===== config.mk =====
export PLATFORM = sky130hd
export DESIGN_NAME = alu_seq_flat
export DESIGN_NICKNAME = d
export VERILOG_FILES = /design/src/rtl/alu_seq_pkg.sv /design/src/rtl/alu_seq_if.sv /design/src/rtl/alu_seq_div.sv /design/src/rtl/alu_seq.sv /design/src/flat_wrapper.sv
export SDC_FILE = /design/constraint.sdc
export NUM_CORES = 1
export LEC_CHECK = 0
export ABC_AREA = 1
export CAP_MARGIN = 20
export CORE_ASPECT_RATIO = 0.8
export CORE_MARGIN = 4
export CORE_UTILIZATION = 56
export DETAILED_ROUTE_END_ITERATION = 7
export HOLD_SLACK_MARGIN = 0.06
export PLACE_DENSITY = 0.81
export SYNTH_ARGS = -nofsm -noshare
export SYNTH_HDL_FRONTEND = slang
export SYNTH_SLANG_ARGS = --single-unit

===== constraint.sdc =====
create_clock -name clk -period 3 [get_ports clk]
set_input_delay 0.6 -clock clk [delete_from_list [all_inputs] [get_ports clk]]
set_output_delay 0.6 -clock clk [all_outputs]
set_load 0.005 [all_outputs]

===== src/rtl/alu_seq_pkg.sv =====
// Shared opcode and FSM state encodings for the sequential ALU.
package alu_pkg;

  typedef enum logic [3:0] {
    OP_ADD = 4'd0,
    OP_SUB = 4'd2,
    OP_MUL = 4'd4,
    OP_DIV = 4'd8
  } op_t;

  typedef enum logic [1:0] {
    IDLE     = 2'd0,
    DIV_BUSY = 2'd1,
    DONE     = 2'd2
  } state_t;

endpackage


===== src/rtl/alu_seq_if.sv =====
// Operand/result handshake bundle between an operand source, the ALU and a result consumer.
interface alu_seq_if #(parameter int WIDTH = 8);

  logic                   in_valid;
  logic                   in_ready;
  logic [WIDTH-1:0]       in1;
  logic [WIDTH-1:0]       in2;
  logic [3:0]             op;
  logic                   out_valid;
  logic                   out_ready;
  logic [2*WIDTH-1:0]     out;
  logic [WIDTH-1:0]       rem;
  logic                   zero;
  logic                   error;

  modport master (
    output in_valid, in1, in2, op, out_ready,
    input  in_ready, out_valid, out, rem, zero, error
  );

  modport slave (
    input  in_valid, in1, in2, op, out_ready,
    output in_ready, out_valid, out, rem, zero, error
  );

endinterface


===== src/rtl/alu_seq_div.sv =====
// Unsigned restoring divider, one quotient bit per cycle. The first step is taken on the
// start edge itself using the fresh operands, so done pulses WIDTH-1 cycles after start.
module alu_div_seq #(
  parameter int WIDTH = 8
) (
  input  logic             clk,
  input  logic             nreset,
  input  logic             start,
  input  logic [WIDTH-1:0] dividend,
  input  logic [WIDTH-1:0] divisor,
  output logic             busy,
  output logic             done,
  output logic [WIDTH-1:0] quotient,
  output logic [WIDTH-1:0] remainder
);

  localparam int CW = $clog2(WIDTH) + 1;

  logic             busy_q, busy_d;
  logic             done_q, done_d;
  logic [CW-1:0]    cnt_q, cnt_d, src_cnt;
  logic [WIDTH-1:0] quo_q, quo_d, src_quo;
  logic [WIDTH-1:0] rem_q, rem_d, src_rem;
  logic [WIDTH-1:0] dvs_q, dvs_d, src_dvs;
  logic [WIDTH:0]   shifted;

  // One restoring step: shift next dividend bit into the partial remainder, subtract if it fits.
  always_comb begin
    src_rem = start ? '0       : rem_q;
    src_quo = start ? dividend : quo_q;
    src_dvs = start ? divisor  : dvs_q;
    src_cnt = start ? '0       : cnt_q;
    shifted = {src_rem, src_quo[WIDTH-1]};
    busy_d  = busy_q;
    done_d  = 1'b0;
    cnt_d   = cnt_q;
    quo_d   = quo_q;
    rem_d   = rem_q;
    dvs_d   = dvs_q;
    if (start || busy_q) begin
      dvs_d = src_dvs;
      cnt_d = src_cnt + CW'(1);
      if (shifted >= {1'b0, src_dvs}) begin
        rem_d = WIDTH'(shifted - {1'b0, src_dvs});
        quo_d = {src_quo[WIDTH-2:0], 1'b1};
      end else begin
        rem_d = shifted[WIDTH-1:0];
        quo_d = {src_quo[WIDTH-2:0], 1'b0};
      end
      if (src_cnt == CW'(WIDTH - 1)) begin
        busy_d = 1'b0;
        done_d = 1'b1;
      end else begin
        busy_d = 1'b1;
      end
    end
  end

  // Divider state registers; reset aborts any division in flight.
  always_ff @(posedge clk or negedge nreset) begin
    if (!nreset) begin
      busy_q <= 1'b0;
      done_q <= 1'b0;
      cnt_q  <= '0;
      quo_q  <= '0;
      rem_q  <= '0;
      dvs_q  <= '0;
    end else begin
      busy_q <= busy_d;
      done_q <= done_d;
      cnt_q  <= cnt_d;
      quo_q  <= quo_d;
      rem_q  <= rem_d;
      dvs_q  <= dvs_d;
    end
  end

  assign busy      = busy_q;
  assign done      = done_q;
  assign quotient  = quo_q;
  assign remainder = rem_q;

endmodule


===== src/rtl/alu_seq.sv =====
// Sequential signed ALU: single-cycle add/sub/mul, iterative div with remainder,
// valid/ready on both sides and registered results held until consumed.
module alu_seq
  import alu_pkg::*;
#(
  parameter int WIDTH = 8
) (
  input  logic     clk,
  input  logic     nreset,
  alu_seq_if.slave bus
);

  state_t             state_q, state_d;
  logic               out_valid_q, out_valid_d;
  logic [2*WIDTH-1:0] out_q, out_d;
  logic [WIDTH-1:0]   rem_q, rem_d;
  logic               zero_q, zero_d;
  logic               error_q, error_d;
  logic               q_neg_q, q_neg_d;
  logic               r_neg_q, r_neg_d;

  logic               in_ready, accept, div_start, div_busy, div_done;
  logic [WIDTH-1:0]   a_mag, b_mag, div_quo, div_rem, rem_res;
  logic [WIDTH:0]     sum_w, dif_w;
  logic [2*WIDTH-1:0] prod_w, quo_ext, quo_res;

  assign in_ready = (state_q == IDLE) | ((state_q == DONE) & bus.out_ready);
  assign accept   = bus.in_valid & in_ready;

  // Add/sub one bit wider than the operands so they never overflow; mul keeps the full product.
  assign sum_w  = {bus.in1[WIDTH-1], bus.in1} + {bus.in2[WIDTH-1], bus.in2};
  assign dif_w  = {bus.in1[WIDTH-1], bus.in1} - {bus.in2[WIDTH-1], bus.in2};
  assign prod_w = {{WIDTH{bus.in1[WIDTH-1]}}, bus.in1} * {{WIDTH{bus.in2[WIDTH-1]}}, bus.in2};

  // Divider works on magnitudes; -2^(WIDTH-1) maps to 2^(WIDTH-1), which fits unsigned.
  assign a_mag = bus.in1[WIDTH-1] ? ({WIDTH{1'b0}} - bus.in1) : bus.in1;
  assign b_mag = bus.in2[WIDTH-1] ? ({WIDTH{1'b0}} - bus.in2) : bus.in2;

  // Sign fix-up: quotient truncates toward zero, remainder follows the dividend.
  assign quo_ext = {{WIDTH{1'b0}}, div_quo};
  assign quo_res = q_neg_q ? ({2*WIDTH{1'b0}} - quo_ext) : quo_ext;
  assign rem_res = r_neg_q ? ({WIDTH{1'b0}} - div_rem) : div_rem;

  alu_div_seq #(.WIDTH(WIDTH)) u_div (
    .clk       (clk),
    .nreset    (nreset),
    .start     (div_start),
    .dividend  (a_mag),
    .divisor   (b_mag),
    .busy      (div_busy),
    .done      (div_done),
    .quotient  (div_quo),
    .remainder (div_rem)
  );

  // Handshake FSM and next-result computation.
  always_comb begin
    state_d     = state_q;
    out_valid_d = out_valid_q;
    out_d       = out_q;
    rem_d       = rem_q;
    zero_d      = zero_q;
    error_d     = error_q;
    q_neg_d     = q_neg_q;
    r_neg_d     = r_neg_q;
    div_start   = 1'b0;
    case (state_q)
      DIV_BUSY: begin
        if (div_done && !div_busy) begin
          state_d     = DONE;
          out_valid_d = 1'b1;
          out_d       = quo_res;
          rem_d       = rem_res;
          zero_d      = (quo_res == '0);
          error_d     = 1'b0;
        end
      end
      IDLE, DONE: begin
        if (state_q == DONE && bus.out_ready) begin
          state_d     = IDLE;
          out_valid_d = 1'b0;
        end
        if (accept) begin
          state_d     = DONE;
          out_valid_d = 1'b1;
          error_d     = 1'b0;
          rem_d       = '0;
          case (bus.op)
            OP_ADD: out_d = {{(WIDTH-1){sum_w[WIDTH]}}, sum_w};
            OP_SUB: out_d = {{(WIDTH-1){dif_w[WIDTH]}}, dif_w};
            OP_MUL: out_d = prod_w;
            OP_DIV: begin
              if (bus.in2 == '0) begin
                error_d = 1'b1;
                out_d   = '0;
              end else begin
                state_d     = DIV_BUSY;
                out_valid_d = 1'b0;
                div_start   = 1'b1;
                q_neg_d     = bus.in1[WIDTH-1] ^ bus.in2[WIDTH-1];
                r_neg_d     = bus.in1[WIDTH-1];
              end
            end
            default: begin
              error_d = 1'b1;
              out_d   = '0;
            end
          endcase
          zero_d = ~error_d & (out_d == '0);
        end
      end
      default: begin
        state_d     = IDLE;
        out_valid_d = 1'b0;
      end
    endcase
  end

  // Result and state registers; results stay frozen while the consumer stalls.
  always_ff @(posedge clk or negedge nreset) begin
    if (!nreset) begin
      state_q     <= IDLE;
      out_valid_q <= 1'b0;
      out_q       <= '0;
      rem_q       <= '0;
      zero_q      <= 1'b0;
      error_q     <= 1'b0;
      q_neg_q     <= 1'b0;
      r_neg_q     <= 1'b0;
    end else begin
      state_q     <= state_d;
      out_valid_q <= out_valid_d;
      out_q       <= out_d;
      rem_q       <= rem_d;
      zero_q      <= zero_d;
      error_q     <= error_d;
      q_neg_q     <= q_neg_d;
      r_neg_q     <= r_neg_d;
    end
  end

  assign bus.in_ready  = in_ready;
  assign bus.out_valid = out_valid_q;
  assign bus.out       = out_q;
  assign bus.rem       = rem_q;
  assign bus.zero      = zero_q;
  assign bus.error     = error_q;

endmodule

===== src/flat_wrapper.sv =====
// flat-port wrapper written by rule: the top's interface ports become plain ports
module alu_seq_flat import alu_pkg::*;
#(
  parameter int WIDTH = 8
)
  (clk, nreset, bus_in_valid, bus_in1, bus_in2, bus_op, bus_out_ready, bus_in_ready, bus_out_valid, bus_out, bus_rem, bus_zero, bus_error);
  alu_seq_if #(.WIDTH(WIDTH)) bus_i ();
  input  logic clk;
  input  logic nreset;
  input wire logic [$bits(bus_i.in_valid)-1:0] bus_in_valid;
  input wire logic [$bits(bus_i.in1)-1:0] bus_in1;
  input wire logic [$bits(bus_i.in2)-1:0] bus_in2;
  input wire logic [$bits(bus_i.op)-1:0] bus_op;
  input wire logic [$bits(bus_i.out_ready)-1:0] bus_out_ready;
  output wire logic [$bits(bus_i.in_ready)-1:0] bus_in_ready;
  output wire logic [$bits(bus_i.out_valid)-1:0] bus_out_valid;
  output wire logic [$bits(bus_i.out)-1:0] bus_out;
  output wire logic [$bits(bus_i.rem)-1:0] bus_rem;
  output wire logic [$bits(bus_i.zero)-1:0] bus_zero;
  output wire logic [$bits(bus_i.error)-1:0] bus_error;
  assign bus_i.in_valid = bus_in_valid;
  assign bus_i.in1 = bus_in1;
  assign bus_i.in2 = bus_in2;
  assign bus_i.op = bus_op;
  assign bus_i.out_ready = bus_out_ready;
  assign bus_in_ready = bus_i.in_ready;
  assign bus_out_valid = bus_i.out_valid;
  assign bus_out = bus_i.out;
  assign bus_rem = bus_i.rem;
  assign bus_zero = bus_i.zero;
  assign bus_error = bus_i.error;
  alu_seq #(.WIDTH(WIDTH)) u_core (.clk(clk), .nreset(nreset), .bus(bus_i));
endmodule

Yosys cells after proc, flatten, opt, wreduce, memory -nomap -nowiden
Cells that the tools add are included.
{"block": "totals", "regBits": 61, "input_bits": 24, "output_inout_bits": 28, "word_cells": 103}
{"block": "classes", "add_sub_neg": 8, "n_mul": 1, "magnitude_cmp": 1, "eq_ne": 9, "muxes": 48, "bitwise_logic": 7, "reduce_logical": 15}
{"operator": "$mux W16", "n": 6}
{"operator": "$mux W8", "n": 9}
{"operator": "$pmux W16 S4", "n": 1}
{"operator": "$logic_not A16 Y1", "n": 2}
{"operator": "$pmux W16 S2", "n": 1}
{"operator": "$sub A1 B8 Y8 const A", "n": 3}
{"operator": "$mux W1", "n": 19}
{"operator": "$mul A8 B8 Y16", "n": 1}
{"operator": "$pmux W8 S2", "n": 1}
{"operator": "$mux W2", "n": 5}
{"operator": "$add A8 B8 Y9", "n": 1}
{"operator": "$ge A9 B8 Y1", "n": 1}
{"operator": "$sub A1 B8 Y9 const A", "n": 1}
{"operator": "$sub A8 B8 Y9", "n": 1}
{"operator": "$eq A4 B3 Y1 const B", "n": 2}
{"operator": "$logic_not A8 Y1", "n": 1}
{"operator": "$pmux W1 S2", "n": 4}
{"operator": "$sub A8 B8 Y8", "n": 1}
{"operator": "$add A4 B1 Y4 const B", "n": 1}
{"operator": "$eq A4 B2 Y1 const B", "n": 1}
{"operator": "$eq A4 B4 Y1 const B", "n": 1}
{"operator": "$logic_not A4 Y1", "n": 1}
{"operator": "$mux W4", "n": 1}
{"operator": "$ne A2 B1 Y1 const B", "n": 2}
{"operator": "18 further kinds", "n": 22}

Logic depth before layout (Yosys ltp)
{"block": "depth", "ltp_word": 10, "ltp_mapped": 29, "ltp_nobuf": 28}

By module
A second synthesis with hierarchy kept.
{"block": "hier_totals", "hier_cells": 1119, "area_unflattened_um2": 7766.2}
{"module": "alu_seq", "n_inst": 1, "cells_each": 863, "area_per_inst_um2": 5850.6, "seq_area_each_um2": 750.7}
{"module": "alu_div_seq", "n_inst": 1, "cells_each": 256, "area_per_inst_um2": 1915.6, "seq_area_each_um2": 750.7}

Worst setup path before layout
OpenSTA, ideal clock, no wires.
{"block": "synth_timing", "path_kind": "input to register", "startpoint": "in bus_in2[7]", "endpoint": "reg u_core.zero_q, in the netlist u_core.bus.zero", "setup_time_ns": 0.065, "arrival_ns": 4.695, "path_slack_ns": -1.760, "path_stages": 24, "path_buffers": 1, "cell_sequence": "inv_1 -> clkbuf_1 -> nor2_1 -> fa_1 -> fa_1 -> fa_1 -> inv_1 -> fa_1 -> inv_1 -> ha_1 -> nand2_1 -> inv_1 -> a21oi_1 -> nand2_1 -> nor2_1 -> o21ai_1 -> or2_4 -> nor2_2 -> nand2_1 -> nor2_1 -> nand4_1 -> nand2_1 -> nand2_1 -> nand2_1"}
{"block": "synth_between", "elab_chain_cells": 9, "word_cells_on_any_way": 17, "cone_classes": "add/sub: 2; mul: 1; mux: 10; bitwise: 2; reduce/logical: 2"}
{"element": "start: declaration", "line": "flat_wrapper.sv:12", "source": "input wire logic [$bits(bus_i.in2)-1:0] bus_in2;"}
{"element": "branches (longest 6 deep; another with $mul A8 B8 Y16)"}
{"element": "$and A1 B1 Y1 (*)", "line": "alu_seq.sv:109", "source": "zero_d = ~error_d & (out_d == '0);"}
{"element": "$mux W1 (*)", "line": "alu_seq.sv:83", "source": "if (accept) begin"}
{"element": "$pmux W1 S2 (*)", "line": "alu_seq.sv:67", "source": "case (state_q)"}
{"element": "end signal: assignment", "line": "alu_seq.sv:135", "source": "zero_q <= zero_d;"}
{"element": "end: declaration", "line": "alu_seq.sv:17", "source": "logic zero_q, zero_d;"}
Mark *: on every way between the ends. The select of a mux whose other input is x is not followed.
A chain may end at the register's enable or synchronous reset.

Worst setup path in the final report
{"block": "layout_timing", "startpoint": "in bus_in2[6]", "endpoint": "reg u_core.zero_q, in the netlist u_core.bus.zero"}
Same word-level chain as after synthesis.

==> flow_metrics.env <==
export IMPL_outcome="complete, but fails checks"
export IMPL_violations="setup timing"
export IMPL_end_kind="flop"
export IMPL_layout_nets=1461
export IMPL_p_leak_nw=5.77
export IMPL_pin_count=52
export IMPL_start_util_pct=58.1
export IMPL_htree_num_levels=3
export IMPL_cts_tree="built"
export IMPL_dieHeight_um=112
export IMPL_p_per_area_nw_per_um2=823
export IMPL_grt_max_degree=61
export IMPL_worstSkewPairLatency_ps=340
export IMPL_synth_edf_count=0
export IMPL_reg2reg_to="u_core.u_div.remainder[6]"
export IMPL_crit_path_start_kind="primary input"
export IMPL_postRouteAntennaNets=0
export IMPL_yosys_warnings=0
export IMPL_clkSlewWorstSetupHoldPaths_ps=60
export IMPL_cts_root_buf="clkbuf_16"
export IMPL_vias=8332
export IMPL_dpl_cell_area_sq_um=9690
export IMPL_viasPerCell=5.56
export IMPL_drt_first_pass_iters=6
export IMPL_drv_slew=0
export IMPL_drc_errors=0
export IMPL_synthArstFlopShare_pct=100
export IMPL_wl_per_cell_um=17.4
export IMPL_whs_ps=419
export IMPL_syn2layout_area_growth_pct=44.2
export IMPL_final_cell_mix="nand2_1 (229), inv_1 (179), buf_4 (168), inv_2 (65), dfrtp_1 (60)"
export IMPL_max_cap_violations=0
export IMPL_rsz0062_at_grt="yes"
export IMPL_synth_flop_cell="dfrtp_1"
export IMPL_final_util_pct=83.7
export IMPL_fin_cells=1499
export IMPL_tightest_slew_ps=779
export IMPL_layout_setup_ws_ps=-1620
export IMPL_io_buffer_count=51
export IMPL_critPathMaxFanout=6
export IMPL_total_power_mw=8.99
export IMPL_setup_viol=22
export IMPL_ir_drop_mv=0.662
export IMPL_min_path_type="primary input to asynchronous set/reset pin"
export IMPL_r2r_start="u_core.bus.out_valid"
export IMPL_fin_skew_ps=5.28
export IMPL_synthCells=1096
export IMPL_pre_cts_ws_ps=-2400
export IMPL_dieArea_sq_um=15500
export IMPL_relSlewSlack_pct=48.1
export IMPL_finalHoldViolCount=0
export IMPL_fin_area_sq_um=10900
export IMPL_drtIter0Drc=762
export IMPL_wirelength_um=26100
export IMPL_diodes=0
export IMPL_grtUsageTotal_pct=32.0
export IMPL_postSynthAreaPerCell_sq_um=6.92
export IMPL_core_area_sq_um=13100
export IMPL_required_ps=3280
export IMPL_ys_seq_area_share_pct=19.8
export IMPL_die_x_um=138
export IMPL_grt_pass1_vias=8276
export IMPL_grt_overflow=0
export IMPL_ys_types=41
export IMPL_place_inst=1448
export IMPL_ys_seq_elements=60
export IMPL_fmax_ghz=0.217
export IMPL_grt_pass1_wl_um=40600
export IMPL_antenna_found_initial=0
export IMPL_r2r_slack_ps=-120
export IMPL_drive_above_1_share_pct=35.2
export IMPL_cts_buffers_inserted=9
export IMPL_cp_arrival_ps=4900
export IMPL_period_needed_ps=4620
export IMPL_critPathKind="primary input to flop"
export IMPL_syn_num_nets=1238
export IMPL_rows=37
export IMPL_ctsHoldBuffers=0
export IMPL_cts_path_max_buffers=2
export IMPL_netlist_area_sq_um=7580
export IMPL_place_congestion=1.02
export IMPL_fin_crit_sh_pct=154
export IMPL_final_common_cell="nand2_1"
export IMPL_fin_setup_tns_ps=-19560
export IMPL_clock_sinks=60
export IMPL_dp_hpwl_um=18200
export IMPL_worstRegToRegCells=20
-- metal layers --
layer	wire [um]	up-vias	GRT usage, %
met4	1290	0	10.7
met2	11800	493	50.5
met3	2580	135	7.16
li1	-	3817	-
met1	10400	3887	44.0
met5	0	-	0
-- how the worst max path moves through the flow --
| stage | startpoint | endpoint | slack [ps] | depth (start not counted) |
|---|---|---|---|---|
| CTS | bus_in1[7] | u_core.bus.zero | -1560 | 28 |
| global route | bus_in1[0] | u_core.bus.zero | -1850 | 28 |
| finish | bus_in2[6] | u_core.bus.zero | -1620 | 25 |
| global placement | bus_in2[3] | u_core.bus.zero | -2310 | 25 |
| floorplan | bus_in1[3] | u_core.bus.zero | -1390 | 26 |
| detailed placement | bus_in2[3] | u_core.bus.zero | -2400 | 25 |
-- report_power, final --
group | switching (mW) | internal (mW)
Clock | 0.371 | 0.727
Combinational | 3.73 | 2.91
Sequential | 0.215 | 1.05
Total | 4.31 | 4.68
-- cell usage after synthesis (4+ instances only) --
cell type / count / area, sq um
a21oi_1: 23 / 115
a31oi_1: 6 / 37.5
buf_2: 10 / 50.1
clkbuf_1: 19 / 71.3
dfrtp_1: 60 / 1500
fa_1: 58 / 1160
ha_1: 60 / 751
inv_1: 239 / 897
inv_2: 13 / 48.8
nand2_1: 280 / 1050
nand2_2: 7 / 43.8
nand2_4: 4 / 45.0
nand3_1: 63 / 315
nand3b_1: 9 / 67.6
nand4_1: 21 / 131
nor2_1: 67 / 251
nor2_2: 6 / 37.5
nor3_1: 10 / 50.1
o211ai_1: 5 / 37.5
o21ai_0: 55 / 275
o21ai_1: 9 / 45.0
o221ai_1: 7 / 61.3
o31ai_1: 5 / 37.5
or2_2: 5 / 31.3
xor2_1: 23 / 201
-- cell families (layout without fill, tap and decap cells) --
family / after synthesis / in the layout / share of synthesized area, %
DFF: 60 / 60 / 19.8
adders and majority gates: 118 / 118 / 25.2
buffers and inverters: 289 / 516 / 14.8
AOI/OAI and AO/OA: 121 / 121 / 9.37
xor gates and xnor gates: 26 / 26 / 3.00
and+or+nand+nor: 481 / 482 / 27.7
muxes: 1 / 1 / 0.148
-- what timing repair did --
item                       4_1_cts  5_1_grt
resized for setup              174      127
buffers inserted                26       11
pin swaps                       83       92
setup endpoints to repair       24       23
gates cloned                     2        0
-- sequential cells by signal (all words and copies together), names as in the netlist --
register	count
u_core.state_q	1
u_core.bus.error	1
u_core.bus.zero	1
u_core.u_div.busy	1
u_core.u_div.remainder	8
u_core.u_div.dvs_q	8
u_core.u_div.cnt_q	4
u_core.bus.out_valid	1
u_core.u_div.done	1
u_core.bus.out	16
u_core.u_div.quotient	8
u_core.bus.rem	8
u_core.r_neg_q	1
u_core.q_neg_q	1
-- critical path, stage by stage --
cell     delay [ps]
buf_4           140
buf_4           140
nand2_1          60
inv_1            60
fa_1            530
fa_1            450
fa_1            550
inv_2            50
fa_1            540
inv_2            50
ha_4            260
nand2_4         100
inv_1            70
a21oi_2         140
nand2_2          90
nor2_1          120
o21ai_1         110
or2_4           250
nor2_2          110
nand2_1          70
nor2_2          120
nand4_1         100
nand2_1          80
nand2_1          50
nand2_1          60
-- final cells by class --
cell class	instances	area (sq um)
sequential	60	1500
inverter	255	985
clock inverter	4	73.8
multi-input combinational	748	5830
timing repair buffer	245	2090
tap	175	219
clock buffer	12	236
fill	787	2120
No activity file was read; power rests on OpenSTA's default activity.
